===== config.mk =====
export PLATFORM = sky130hd
export DESIGN_NAME = maze_path_writer
export DESIGN_NICKNAME = d
export VERILOG_FILES = /design/src/rtl/maze_path_writer.sv
export SDC_FILE = /design/constraint.sdc
export NUM_CORES = 1
export LEC_CHECK = 0
export ABC_CLOCK_PERIOD_IN_PS = 7700
export BUFFER_PORTS_ARGS = -buffer_cell sky130_fd_sc_hd__buf_2
export CAP_MARGIN = 20
export CORE_ASPECT_RATIO = 0.5
export CORE_MARGIN = 8
export CORE_UTILIZATION = 50
export CTS_BUF_LIST = sky130_fd_sc_hd__clkbuf_8 sky130_fd_sc_hd__clkbuf_16
export DETAILED_ROUTE_END_ITERATION = 12
export MAX_ROUTING_LAYER = met4
export PLACE_DENSITY = 0.73
export SYNTH_ARGS = -nofsm -noshare
export SYNTH_HDL_FRONTEND = slang
export SYNTH_SLANG_ARGS = --single-unit

===== constraint.sdc =====
create_clock -name clk -period 7.7 [get_ports clk]
set_clock_uncertainty 0.05 [all_clocks]
set_input_delay 0.385 -clock clk [delete_from_list [all_inputs] [get_ports clk]]
set_output_delay 0.385 -clock clk [all_outputs]
set_load 0.02 [all_outputs]

===== src/rtl/maze_path_writer.sv =====
// Cursor/path writer for the maze VGA renderer: synchronizes four buttons,
// walks a cursor over a grid of up to GRID_MAX x GRID_MAX cells and marks visited cells.
module maze_path_writer #(
    parameter int GRID_MAX = 3,
    parameter int IDX_W    = 2,
    parameter int CNT_W    = 8
) (
    input  logic                           clk,
    input  logic                           reset,
    input  logic                           start,
    input  logic                           btn_up,
    input  logic                           btn_down,
    input  logic                           btn_left,
    input  logic                           btn_right,
    input  logic [2:0]                     width_in,
    input  logic [2:0]                     height_in,
    output logic [GRID_MAX*GRID_MAX-1:0]   path_data,
    output logic [2:0]                     maze_width,
    output logic [2:0]                     maze_height,
    output logic [IDX_W-1:0]               cur_x,
    output logic [IDX_W-1:0]               cur_y,
    output logic                           busy,
    output logic                           done,
    output logic                           err,
    output logic                           blocked,
    output logic [CNT_W-1:0]               move_count
);
    localparam int NC = GRID_MAX * GRID_MAX;

    typedef enum logic [1:0] {IDLE, RUN, FIN} state_t;
    state_t state_q, state_d;

    logic [3:0]       s1_q, s2_q, prev_q, edg;
    logic [NC-1:0]    path_q, path_d;
    logic [2:0]       wid_q, wid_d, hgt_q, hgt_d;
    logic [IDX_W-1:0] x_q, x_d, y_q, y_d;
    logic             err_q, err_d, blk_q, blk_d;
    logic [CNT_W-1:0] cnt_q, cnt_d;

    logic       dims_ok, one_cell, mv_any, mv_in, corner, run_mv;
    logic [2:0] nx, ny;
    logic [3:0] pidx;

    // Bit order {up, down, left, right} doubles as the priority order.
    always_ff @(posedge clk) begin
        if (!reset) begin
            s1_q   <= '0;
            s2_q   <= '0;
            prev_q <= '0;
        end else begin
            s1_q   <= {btn_up, btn_down, btn_left, btn_right};
            s2_q   <= s1_q;
            prev_q <= s2_q;
        end
    end
    assign edg = s2_q & ~prev_q;

    assign dims_ok  = (width_in != 3'd0) && (width_in <= 3'(GRID_MAX)) &&
                      (height_in != 3'd0) && (height_in <= 3'(GRID_MAX));
    assign one_cell = (width_in == 3'd1) && (height_in == 3'd1);

    always_comb begin
        nx     = 3'(x_q);
        ny     = 3'(y_q);
        mv_any = |edg;
        mv_in  = 1'b0;
        if (edg[3]) begin
            mv_in = (y_q != '0);
            ny    = ny - 3'd1;
        end else if (edg[2]) begin
            mv_in = (ny + 3'd1) < hgt_q;
            ny    = ny + 3'd1;
        end else if (edg[1]) begin
            mv_in = (x_q != '0);
            nx    = nx - 3'd1;
        end else if (edg[0]) begin
            mv_in = (nx + 3'd1) < wid_q;
            nx    = nx + 3'd1;
        end
        corner = (nx == wid_q - 3'd1) && (ny == hgt_q - 3'd1);
        pidx   = 4'(nx) * 4'(GRID_MAX) + 4'(ny);
        run_mv = (state_q == RUN) && !start && mv_any;
    end

    always_ff @(posedge clk) begin
        if (!reset) state_q <= IDLE;
        else        state_q <= state_d;
    end

    always_comb begin
        state_d = state_q;
        if (start)
            state_d = !dims_ok ? IDLE : (one_cell ? FIN : RUN);
        else if (run_mv && mv_in && corner)
            state_d = FIN;
    end

    always_comb begin
        busy = (state_q == RUN);
        done = (state_q == FIN);
    end

    always_comb begin
        path_d = path_q;
        wid_d  = wid_q;
        hgt_d  = hgt_q;
        x_d    = x_q;
        y_d    = y_q;
        err_d  = err_q;
        blk_d  = 1'b0;
        cnt_d  = cnt_q;
        if (start) begin
            if (dims_ok) begin
                wid_d  = width_in;
                hgt_d  = height_in;
                err_d  = 1'b0;
                path_d = NC'(1);
                x_d    = '0;
                y_d    = '0;
                cnt_d  = '0;
            end else begin
                err_d  = 1'b1;
            end
        end else if (run_mv) begin
            if (mv_in) begin
                x_d    = nx[IDX_W-1:0];
                y_d    = ny[IDX_W-1:0];
                path_d = path_q | (NC'(1) << pidx);
                if (cnt_q != '1) cnt_d = cnt_q + 1'b1;
            end else begin
                blk_d  = 1'b1;
            end
        end
    end

    always_ff @(posedge clk) begin
        if (!reset) begin
            path_q <= '0;
            wid_q  <= '0;
            hgt_q  <= '0;
            x_q    <= '0;
            y_q    <= '0;
            err_q  <= 1'b0;
            blk_q  <= 1'b0;
            cnt_q  <= '0;
        end else begin
            path_q <= path_d;
            wid_q  <= wid_d;
            hgt_q  <= hgt_d;
            x_q    <= x_d;
            y_q    <= y_d;
            err_q  <= err_d;
            blk_q  <= blk_d;
            cnt_q  <= cnt_d;
        end
    end

    assign path_data   = path_q;
    assign maze_width  = wid_q;
    assign maze_height = hgt_q;
    assign cur_x       = x_q;
    assign cur_y       = y_q;
    assign err         = err_q;
    assign blocked     = blk_q;
    assign move_count  = cnt_q;
endmodule


==> out/qor.yml, run 1 <==
clock_tree:
  cts_sinks: 43
  clock_latency_ns: 0.30
  htree_levels: 2
  cts_buffer_depth: 2
  cts_tree: "yes"
  cts_setup_buffers: 0
  cts-buffers-inserted: 5
  clk_pin_slew_ns: 0.08
  post_cts_resized: 0
  cts_root_buffer: "clkbuf_8"
  ctsHoldBuffers: 0
timing:
  hold_viol_final: 0
  finalCritPeriodShare_pct: 49.4
  rsz0062_at_grt: "no"
  max_freq_mhz: 263
  tightest_slew_ns: 0.691
  slew_headroom_pct: 53.6
  setup_violations: 0
  worst_slack_ns: 3.90
  finalCriticalPeriod_ns: 3.80
  maxSlewViolCount: 0
  timing.setup.tns_ns: 0
floorplan:
  coreArea_sq_um: 4470
  ios: 44
  rows: 17
  die_x_microns: 113
  die_y_microns: 64.6
  dieArea_sq_um: 7310
  start_util_pct: 52.9
pwr:
  vdd_ir_drop_max_uv: 112
  power_density_nw_per_um2: 168
  power_uw: 458
  p_leak_nw: 1.19
global_routing:
  grt_pass1_vias: 1969
  grt_pass1_wl_mm: 9.56
  grt_util_all_layers_pct: 16.4
  antenna_found_initial: 0
  grt_max_degree: 19
  gr-total-overflow: 0
route:
  antenna_left: 0
  vias: 1981
  drt_first_pass_iters: 4
  wl_mm: 5.76
  routedWlPerCell_microns: 16.0
  drc: 0
  via_per_inst: 5.52
  drtIter0Drc: 126
yosys:
  syn_nets: 289
  synth_area_sq_um: 2360
  synth_ff_type: "dfxtp_1"
  synthCells: 258
  yosys_warnings: 0
  ys_async_sr_fraction_pct: 0
  yosysSeqAreaShare_pct: 36.4
  synth_edf_count: 0
  ys_seq_elements: 43
  syn_avg_cell_area_sq_um: 9.16
  ys_types: 51
flow_run:
  drv_cap: 0
worst_setup_path:
  worstPathArrival_ns: 3.92
  crit-reg2reg-capture: "path_data[8]$_SDFFE_PN0P_"
  startpoint_type: "register"
  worstPathMaxFanout: 9
  worstSetupPathType: "register to register"
  reg2reg_from: "cur_x[0]$_SDFFE_PN0P_"
  cp.required_ns: 7.82
  regToRegSetupSlack_ns: 3.90
  end_kind: "register"
  rr_worst_depth: 13
hold_path:
  worstHoldEndpoint: "s1_q[3]$_SDFF_PN0_"
  holdPathStages: 2
  worstHoldPathType: "input pin to register"
  min_from: "btn_up"
finish:
  stdcell_count: 359
  area_delta_synth_final_pct: 15.5
  finalNetCount: 333
  drive_gt1_share_pct: 22.2
  n_antenna_cell: 0
  design_area_sq_um: 2730
  layout_common_cells: "dfxtp_1, buf_2, nor2_1, nand2_1, inv_1"
placement:
  placed_cells: 352
  placed_area_sq_um: 2620
  globalplace.congestion: 0.882
  numPortBuffers: 43
  hpwl_mm: 4.23
  place_ws_ns: 3.89
status:
  status: "complete, no violations"
[cell usage after synthesis (2+ instances only)]
library cell	number	share of area, %
a21oi_1	14	3.0
a22oi_1	2	0.64
a31oi_1	3	0.79
a41oi_1	5	1.9
and2_1	15	4.0
and3_1	4	1.1
and3b_1	2	0.74
clkbuf_1	5	0.79
dfxtp_1	43	36
fa_1	3	2.5
ha_1	15	7.9
inv_1	16	2.5
mux2_2	3	1.4
mux2i_1	8	3.4
nand2_1	25	4.0
nand2b_1	5	1.3
nand3b_1	4	1.3
nand4_1	6	1.6
nor2_1	25	4.0
nor2b_1	4	1.1
nor3b_1	2	0.64
o21ai_0	4	0.85
or2_2	3	0.79
or3_1	5	1.3
xnor2_1	8	3.0
xor2_1	4	1.5
[logic make-up (layout without fill, tap and decap cells)]
kind of cell | after synthesis | count (layout) | synth area share, %
compound gates | 43 | 43 | 15.0
xor+xnor | 12 | 12 | 4.45
fa+ha+maj | 18 | 18 | 10.5
buf+inv | 23 | 67 | 4.03
flops | 43 | 43 | 36.4
mux | 11 | 11 | 4.82
simple gates | 108 | 108 | 24.7
[worst max-delay path by stage]
stage | end | cells past startpoint | from
floorplan | path_data[8]$_SDFFE_PN0P_ | 13 | cur_x[0]$_SDFFE_PN0P_
global placement | path_data[8]$_SDFFE_PN0P_ | 13 | cur_x[0]$_SDFFE_PN0P_
detailed placement | path_data[8]$_SDFFE_PN0P_ | 13 | cur_x[0]$_SDFFE_PN0P_
CTS | path_data[8]$_SDFFE_PN0P_ | 13 | cur_x[0]$_SDFFE_PN0P_
global route | path_data[2]$_SDFFE_PN0P_ | 12 | prev_q[1]$_SDFF_PN0_
finish | path_data[8]$_SDFFE_PN0P_ | 13 | cur_x[0]$_SDFFE_PN0P_
[critical path: stages (launching register included)]
cell and delay [ns]:
dfxtp_1 0.42, inv_1 0.14, ha_1 0.35, xnor2_1 0.14
mux2i_1 0.47, fa_1 0.51, inv_1 0.07, ha_1 0.13
inv_1 0.04, fa_1 0.37, xnor2_1 0.15, xnor2_1 0.56
nand3b_1 0.20, a21oi_1 0.07
[where the power goes]
part	switching [mW]	internal (mW)
clock network	0.0820	0.0949
registers	0.00262	0.227
logic	0.0312	0.0203
[stage by stage]
stage	hold WS (ns)	util, %
3_3_place_gp	0.368	58.7
6_report	0.238	61.1
2_1_floorplan	0.362	-
5_1_grt	0.244	61.1
3_5_place_dp	0.374	58.7
4_1_cts	0.233	61.1
[registers in the layout (all words and copies together), names as in the netlist]
register,flops
blocked,1
cur_x,2
cur_y,2
err,1
maze_height,3
maze_width,3
move_count,8
path_data,9
prev_q,4
s1_q,4
s2_q,4
state_q,2
[layout make-up]
| cell class | count | area, sq um |
|---|---|---|
| Fill cell | 410 | 1740 |
| Multi-Input combinational cell | 192 | 1410 |
| Sequential cell | 43 | 861 |
| Timing Repair Buffer | 44 | 223 |
| Tap cell | 57 | 71.3 |
| Clock buffer | 5 | 68.8 |
| Inverter | 16 | 60.1 |
| Clock inverter | 2 | 37.5 |
[layer usage]
metal | wire, microns | GRT usage [%] | vias up
li1 | - | - | 979
met3 | 355 | 3.69 | 8
met4 | 55 | 4.44 | 0
met1 | 2600 | 19.8 | 937
met5 | 0 | - | -
met2 | 2750 | 27.4 | 57
Power figures use the tool's default switching activity.
==> run 2: changes to the inputs <==
Settings changed: ABC_CLOCK_PERIOD_IN_PS 7700 to 3050, PLACE_DENSITY 0.73 to 0.76.
Clock period 7.7 ns to 3.05 ns, I/O delays scaled along.
==> run 2 against run 1 <==
Compared with the run above:
- the run now ends with setup timing left
- routed wire length up 10%
- non-clock buffer count up 23
- cell area up 13%
- sequential cell count unchanged
- cell count up 6.7%
- combinational power rose to 3.3 times the previous value
- die area unchanged
- sequential share of layout area down 3.1 points
- worst hold slack worse by 0.22 ns
- clock power up 100%
- critical endpoint is now path_data[0]$_SDFFE_PN0P_
==> out/qor.yml, run 2 (same netlist as run 1, synthesis figures left out) <==
finish:
  final_common_cell: "buf_2"
  layout_common_cells: "buf_2, dfxtp_1, nor2_1"
  post-route-util_pct: 68.9  # +7.8 points
  multi_input_area_sq_um: 1580  # +12%
  design_area_sq_um: 3080  # +13%
  drive_gt1_share_pct: 36.5  # +14 points
  n_antenna_cell: 0  # unchanged
  largest_reg_flops: 9  # unchanged
  area_delta_synth_final_pct: 30.2
  finalNetCount: 357  # +7.2%
  fill_cells: 368  # -10%
  seq_area_sq_um: 875  # +1.6%
worst_setup_path:
  startpoint_type: "register"
  cp_cell_sequence: "and2b_4 > a211oi_4 > buf_4 > mux2i_4 > fa_1 > inv_2 > ha_4 > inv_2 > fa_2 > xnor2_4 > buf_12 > xnor2_4 > a311oi_2 > nor2_1"
  crit_slowest_cell: "fa_1"
  worstPathMaxFanout: 4  # -5
  path_depth: 14  # +1
  critPathTopFamily: "adder cells"
  worstSetupPathType: "register to register"
  end_kind: "register"
  cp.required_ns: 3.17  # -4.65 ns
  slowest_delay_ns: 0.45  # -0.11 ns
  regToRegSetupSlack_ns: -0.20  # -4.10 ns
  crit_buf_inv: 4  # +1
  rr_worst_depth: 14  # +1
  crit-reg2reg-capture: "path_data[0]$_SDFFE_PN0P_"
  worstPathArrival_ns: 3.37  # -0.55 ns
  reg2reg_from: "prev_q[2]$_SDFF_PN0_"
clock_tree:
  cts_sinks: 43  # unchanged
  cts_root_buffer: "clkbuf_8"
  clk_pin_slew_ns: 0.08  # about the same
  clock_latency_ns: 0.29  # about the same
  cts-buffers-inserted: 5  # unchanged
  ctsHoldBuffers: 0  # unchanged
  htree_levels: 2  # unchanged
  cts_buffer_depth: 2  # unchanged
  cts_tree: "yes"
floorplan:
  rows: 17  # unchanged
  die_y_microns: 64.6  # unchanged
  ios: 44  # unchanged
  dieArea_sq_um: 7310  # unchanged
  die_x_microns: 113  # unchanged
  start_util_pct: 52.9  # unchanged
  coreArea_sq_um: 4470  # unchanged
timing:
  rsz0062_at_grt: "yes"
  finalCritPeriodShare_pct: 107  # +57 points
  finalCriticalPeriod_ns: 3.25  # -0.551 ns
  tightest_slew_ns: 0.595  # -0.0959 ns
  maxSlewViolCount: 0  # unchanged
  worst_slack_ns: -0.201  # -4.10 ns
  max_freq_mhz: 308  # +17%
  slew_headroom_pct: 60.3  # +6.7 points
  setup_violations: 9  # +9
  hold_viol_final: 0  # unchanged
hold_path:
  worstHoldEndpoint: "s1_q[0]$_SDFF_PN0_"
  worstHoldPathType: "input pin to register"
  min_from: "btn_right"
  holdPathStages: 2  # unchanged
status:
  status: "finished with violations"
  violations: "setup timing"
global_routing:
  grt_pass1_wl_mm: 9.99  # +4.6%
  grt_util_all_layers_pct: 17.3  # +0.87 points
  gr-total-overflow: 0  # unchanged
  antenna_found_initial: 0  # unchanged
  grt_max_degree: 19  # unchanged
  grt_pass1_vias: 2140  # +8.7%
route:
  drt_first_pass_iters: 4  # unchanged
  wl_mm: 6.33  # +10%
  via_per_inst: 5.57  # +1.0%
  antenna_left: 0  # unchanged
  drc: 0  # unchanged
  drtIter0Drc: 122  # -3.2%
  routedWlPerCell_microns: 16.5  # +3.1%
  vias: 2135  # +7.8%
pwr:
  power_mw: 1.10  # +140%
  p_leak_nw: 1.37  # +15%
  vdd_ir_drop_max_uv: 236  # +110%
  power_density_nw_per_um2: 359  # +110%
placement:
  placed_area_sq_um: 2830  # +7.9%
  hpwl_mm: 4.61  # +9.0%
  place_ws_ns: -0.152  # -4.05 ns
  numPortBuffers: 43  # unchanged
  globalplace.congestion: 0.931  # +5.5%
flow_run:
  drv_cap: 0  # unchanged
## run 2: cell types whose count changed in the layout (fill, tap and decap cells not counted), sizes merged
cell / previous run / this run
buf: 44 / 67
clkinv: 0 / 2
bufinv: 1 / 0
clkinvlp: 1 / 0
xnor2: 8 / 9
## run 2: layout make-up
| type | count | share of cell area (%) |
|---|---|---|
| flip-flops and latches | 43 | 28.4 |
| inverters | 16 | 1.95 |
| clock buffers | 5 | 2.24 |
| well taps | 57 | 2.32 |
| clock inverters | 2 | 0.447 |
| multi-input cells | 193 | 51.2 |
| repair buffers | 67 | 13.4 |
## run 2: layer usage
metal	up-vias	routed length, microns	track usage (%)
met1	1016	2950	20.0
met4	0	123	6.25
met2	70	2990	29.5
met3	14	266	3.60
li1	1035	-	-
met5	-	0	-
## run 2: report_power, final
group          leakage, nW  internal, mW  total, mW  switching, mW
combinational        0.973        0.0774      0.170         0.0921
clock               0.0440         0.157      0.356          0.199
sequential           0.354         0.572      0.580        0.00791
## run 2: worst max path at each step
stage	start	endpoint	slack (ns)
floorplan	prev_q[1]$_SDFF_PN0_	path_data[0]$_SDFFE_PN0P_	-0.08
global placement	prev_q[0]$_SDFF_PN0_	path_data[8]$_SDFFE_PN0P_	-0.02
finish	prev_q[2]$_SDFF_PN0_	path_data[0]$_SDFFE_PN0P_	-0.20
global route	prev_q[1]$_SDFF_PN0_	path_data[0]$_SDFFE_PN0P_	-0.26
detailed placement	prev_q[0]$_SDFF_PN0_	path_data[2]$_SDFFE_PN0P_	-0.15
CTS	prev_q[0]$_SDFF_PN0_	path_data[0]$_SDFFE_PN0P_	-0.07
## run 2: what timing repair did
action,CTS,global route
cloned,1,0
pin swaps,10,14
endpoints found under the setup margin,9,9
buffers inserted,1,3
resized for setup,14,9
## run 2: stage by stage
step / instances / hold slack, ns / setup TNS, ns
floorplan: 258 / 0.218 / -0.283
global placement: 371 / 0.309 / -0.0523
detailed placement: 371 / 0.315 / -1.05
CTS: 380 / 0.00952 / -0.387
global route: 383 / 0.00736 / -1.88
finish: 383 / 0.0148 / -1.14
==> run 3: changes to the inputs <==
Settings changed: CORE_UTILIZATION 50 to 45, PLACE_DENSITY 0.76 to 0.69.
==> run 3 against run 2 <==
Compared with the run above:
- critical path type unchanged
- highest routed layer unchanged
- utilization down 7.2 points
- sequential power about the same
- cell area up 0.16%
- setup slack better by 0.16 ns
- maximum frequency up 5.3%
- die area up 8.9%
- the flow still finishes with violations (setup timing)
- cell count up 4.7%
- global-route usage down 0.84 points
- routed wire length down 4.3%
- sequential share of layout area down 0.17 points
- largest power group unchanged
==> out/qor.yml, run 3 (same netlist as run 1, synthesis figures left out) <==
status:
  status: "finished with violations"
  violations: "setup timing"
route:
  routedWlPerCell_microns: 15.1  # -8.6%
  antenna_left: 0  # unchanged
  drtIter0Drc: 116  # -4.9%
  drt_first_pass_iters: 4  # unchanged
  drc: 0  # unchanged
  wl_mm: 6.06  # -4.3%
  vias: 2073  # -2.9%
  via_per_inst: 5.17  # -7.3%
floorplan:
  dieArea_sq_um: 7960  # +8.9%
  rows: 18  # +1
  start_util_pct: 47.2  # -5.6 points
  coreArea_sq_um: 5000  # +12%
  ios: 44  # unchanged
  die_y_microns: 67.2  # +4.1%
  die_x_microns: 118  # +4.6%
timing:
  max_freq_mhz: 324  # +5.3%
  timing.setup.tns_ns: -0.0544  # +1.08 ns
  finalCriticalPeriod_ns: 3.09  # -0.164 ns
  setup_violations: 4  # -5
  tightest_slew_ns: 0.976  # +0.381 ns
  worst_slack_ns: -0.0367  # +0.164 ns
  finalCritPeriodShare_pct: 101  # -5.4 points
  slew_headroom_pct: 34.3  # -26 points
  maxSlewViolCount: 0  # unchanged
  hold-worst-slack_ns: 0.0110  # -0.00375 ns
  hold_viol_final: 0  # unchanged
  rsz0062_at_grt: "yes"
pwr:
  p_seq_share_pct: 48.2  # -4.3 points
  netSwitchingPower_uw: 307  # +2.6%
  vdd_ir_drop_max_uv: 229  # -3.0%
  intPower_uw: 895  # +11%
  power_density_nw_per_um2: 390  # +8.6%
  pwr-share-clk_pct: 38.3  # +6.1 points
  p_leak_nw: 1.38  # +0.62%
  sw_frac_of_total_pct: 25.5  # -1.5 points
  p_comb_share_pct: 13.5  # -1.8 points
placement:
  place_ws_ns: -0.124  # +0.0274 ns
  hpwl_mm: 4.73  # +2.6%
  globalplace.congestion: 0.901  # -3.2%
  numPortBuffers: 43  # unchanged
clock_tree:
  cts_buffer_depth: 2  # unchanged
  cts_root_buffer: "clkbuf_8"
  cts-buffers-inserted: 5  # unchanged
  clock_latency_ns: 0.30  # about the same
  clk_pin_slew_ns: 0.09  # about the same
  htree_levels: 2  # unchanged
  cts_sinks: 43  # unchanged
  cts_tree: "yes"
hold_path:
  min_from: "btn_left"
  worstHoldEndpoint: "s1_q[1]$_SDFF_PN0_"
  holdPathStages: 2  # unchanged
  worstHoldPathType: "input pin to register"
finish:
  seq_area_sq_um: 871  # -0.43%
  area_delta_synth_final_pct: 30.5
  post-route-util_pct: 61.6  # -7.2 points
  multi_input_area_sq_um: 1510  # -4.4%
  final_common_cell: "buf_2"
  layout_common_cells: "buf_2, dfxtp_1, buf_4"
  largest_reg_flops: 9  # unchanged
  n_antenna_cell: 0  # unchanged
  drive_gt1_share_pct: 36.3  # -0.25 points
  finalNetCount: 361  # +1.1%
  fill_cells: 426  # +16%
flow_run:
  drv_cap: 0  # unchanged
worst_setup_path:
  rr_worst_depth: 14  # unchanged
  regToRegSetupSlack_ns: -0.04  # +0.16 ns
  end_kind: "register"
  crit-reg2reg-capture: "path_data[0]$_SDFFE_PN0P_"
  worstPathMaxFanout: 5  # +1
  worstSetupPathType: "register to register"
  reg2reg_from: "prev_q[1]$_SDFF_PN0_"
  cp.required_ns: 3.17  # about the same
  startpoint_type: "register"
  worstPathArrival_ns: 3.21  # -0.16 ns
global_routing:
  grt_pass1_vias: 2155  # +0.70%
  grt_util_all_layers_pct: 16.5  # -0.84 points
  grt_pass1_wl_mm: 10.1  # +1.5%
  grt_max_degree: 19  # unchanged
  antenna_found_initial: 0  # unchanged
  gr-total-overflow: 0  # unchanged
-- run 3: cell count changes in the layout (fill, tap and decap cells not counted), moves of 2 or more --
cell     previous run  this run
buf_4              22        27
dfxtp_1            34        37
dfxtp_2             8         5
xnor2_4             3         0
xnor2_2             1         3
-- run 3: repair_timing --
item | 4_1_cts | 5_1_grt
gates resized for setup | 5 | 9
hold endpoints to repair | 1 | 0
setup buffers | 2 | 0
endpoints found under the setup margin | 9 | 9
hold buffers | 1 | 0
pin swaps | 5 | 7
-- run 3: worst max-delay path, cell delays in order, from the launching register on --
cell,delay (ns)
dfxtp_1,0.31
nand2b_4,0.14
a211oi_4,0.31
buf_6,0.15
mux2i_4,0.22
fa_1,0.43
inv_1,0.07
ha_2,0.16
inv_2,0.04
fa_2,0.34
xnor2_2,0.15
xnor2_2,0.14
buf_4,0.16
a311oi_2,0.20
nor2_1,0.07
-- run 3: layer usage --
layer	track usage [%]	share of wire, %	up-vias
met5	-	0	-
met4	4.99	1.2	0
met3	4.16	4.6	7
met2	27.5	46	39
met1	19.6	48	987
li1	-	-	1040
-- run 3: cell type report --
cell class | instances | area share (%)
Clock inverter | 3 | 1.54
Clock buffer | 5 | 2.23
Timing Repair Buffer | 72 | 14.3
Inverter | 16 | 1.95
Tap cell | 70 | 2.84
Multi-Input combinational cell | 192 | 48.9
Sequential cell | 43 | 28.3
-- run 3: worst max path at each step --
| stage | start | endpoint | slack (ns) | cells past startpoint |
|---|---|---|---|---|
| after global routing | prev_q[1]$_SDFF_PN0_ | path_data[0]$_SDFFE_PN0P_ | -0.20 | 14 |
| final | prev_q[1]$_SDFF_PN0_ | path_data[0]$_SDFFE_PN0P_ | -0.04 | 14 |
| after CTS | prev_q[0]$_SDFF_PN0_ | path_data[0]$_SDFFE_PN0P_ | -0.04 | 14 |
| after global placement | prev_q[0]$_SDFF_PN0_ | path_data[8]$_SDFFE_PN0P_ | -0.02 | 13 |
| after floorplan | prev_q[1]$_SDFF_PN0_ | path_data[0]$_SDFFE_PN0P_ | -0.08 | 15 |
| after detailed placement | prev_q[0]$_SDFF_PN0_ | path_data[0]$_SDFFE_PN0P_ | -0.12 | 13 |
-- run 3: metrics by stage --
step / instances / total power [mW] / area (sq um)
3_3_place_gp: 390 / 0.739 / 2890
4_1_cts: 401 / 1.21 / 3050
3_5_place_dp: 390 / 0.743 / 2890
5_1_grt: 401 / 1.26 / 3080
6_report: 401 / 1.20 / 3080
2_1_floorplan: 258 / 0.694 / 2430
-- run 3: power by group through the flow --
stage | registers, mW | logic (mW) | clock network (mW)
finish | 0.579 | 0.162 | 0.460
global route | 0.581 | 0.178 | 0.499
CTS | 0.579 | 0.157 | 0.474
detailed placement | 0.592 | 0.151 | 0
global placement | 0.591 | 0.148 | 0
floorplan | 0.595 | 0.0991 | 0
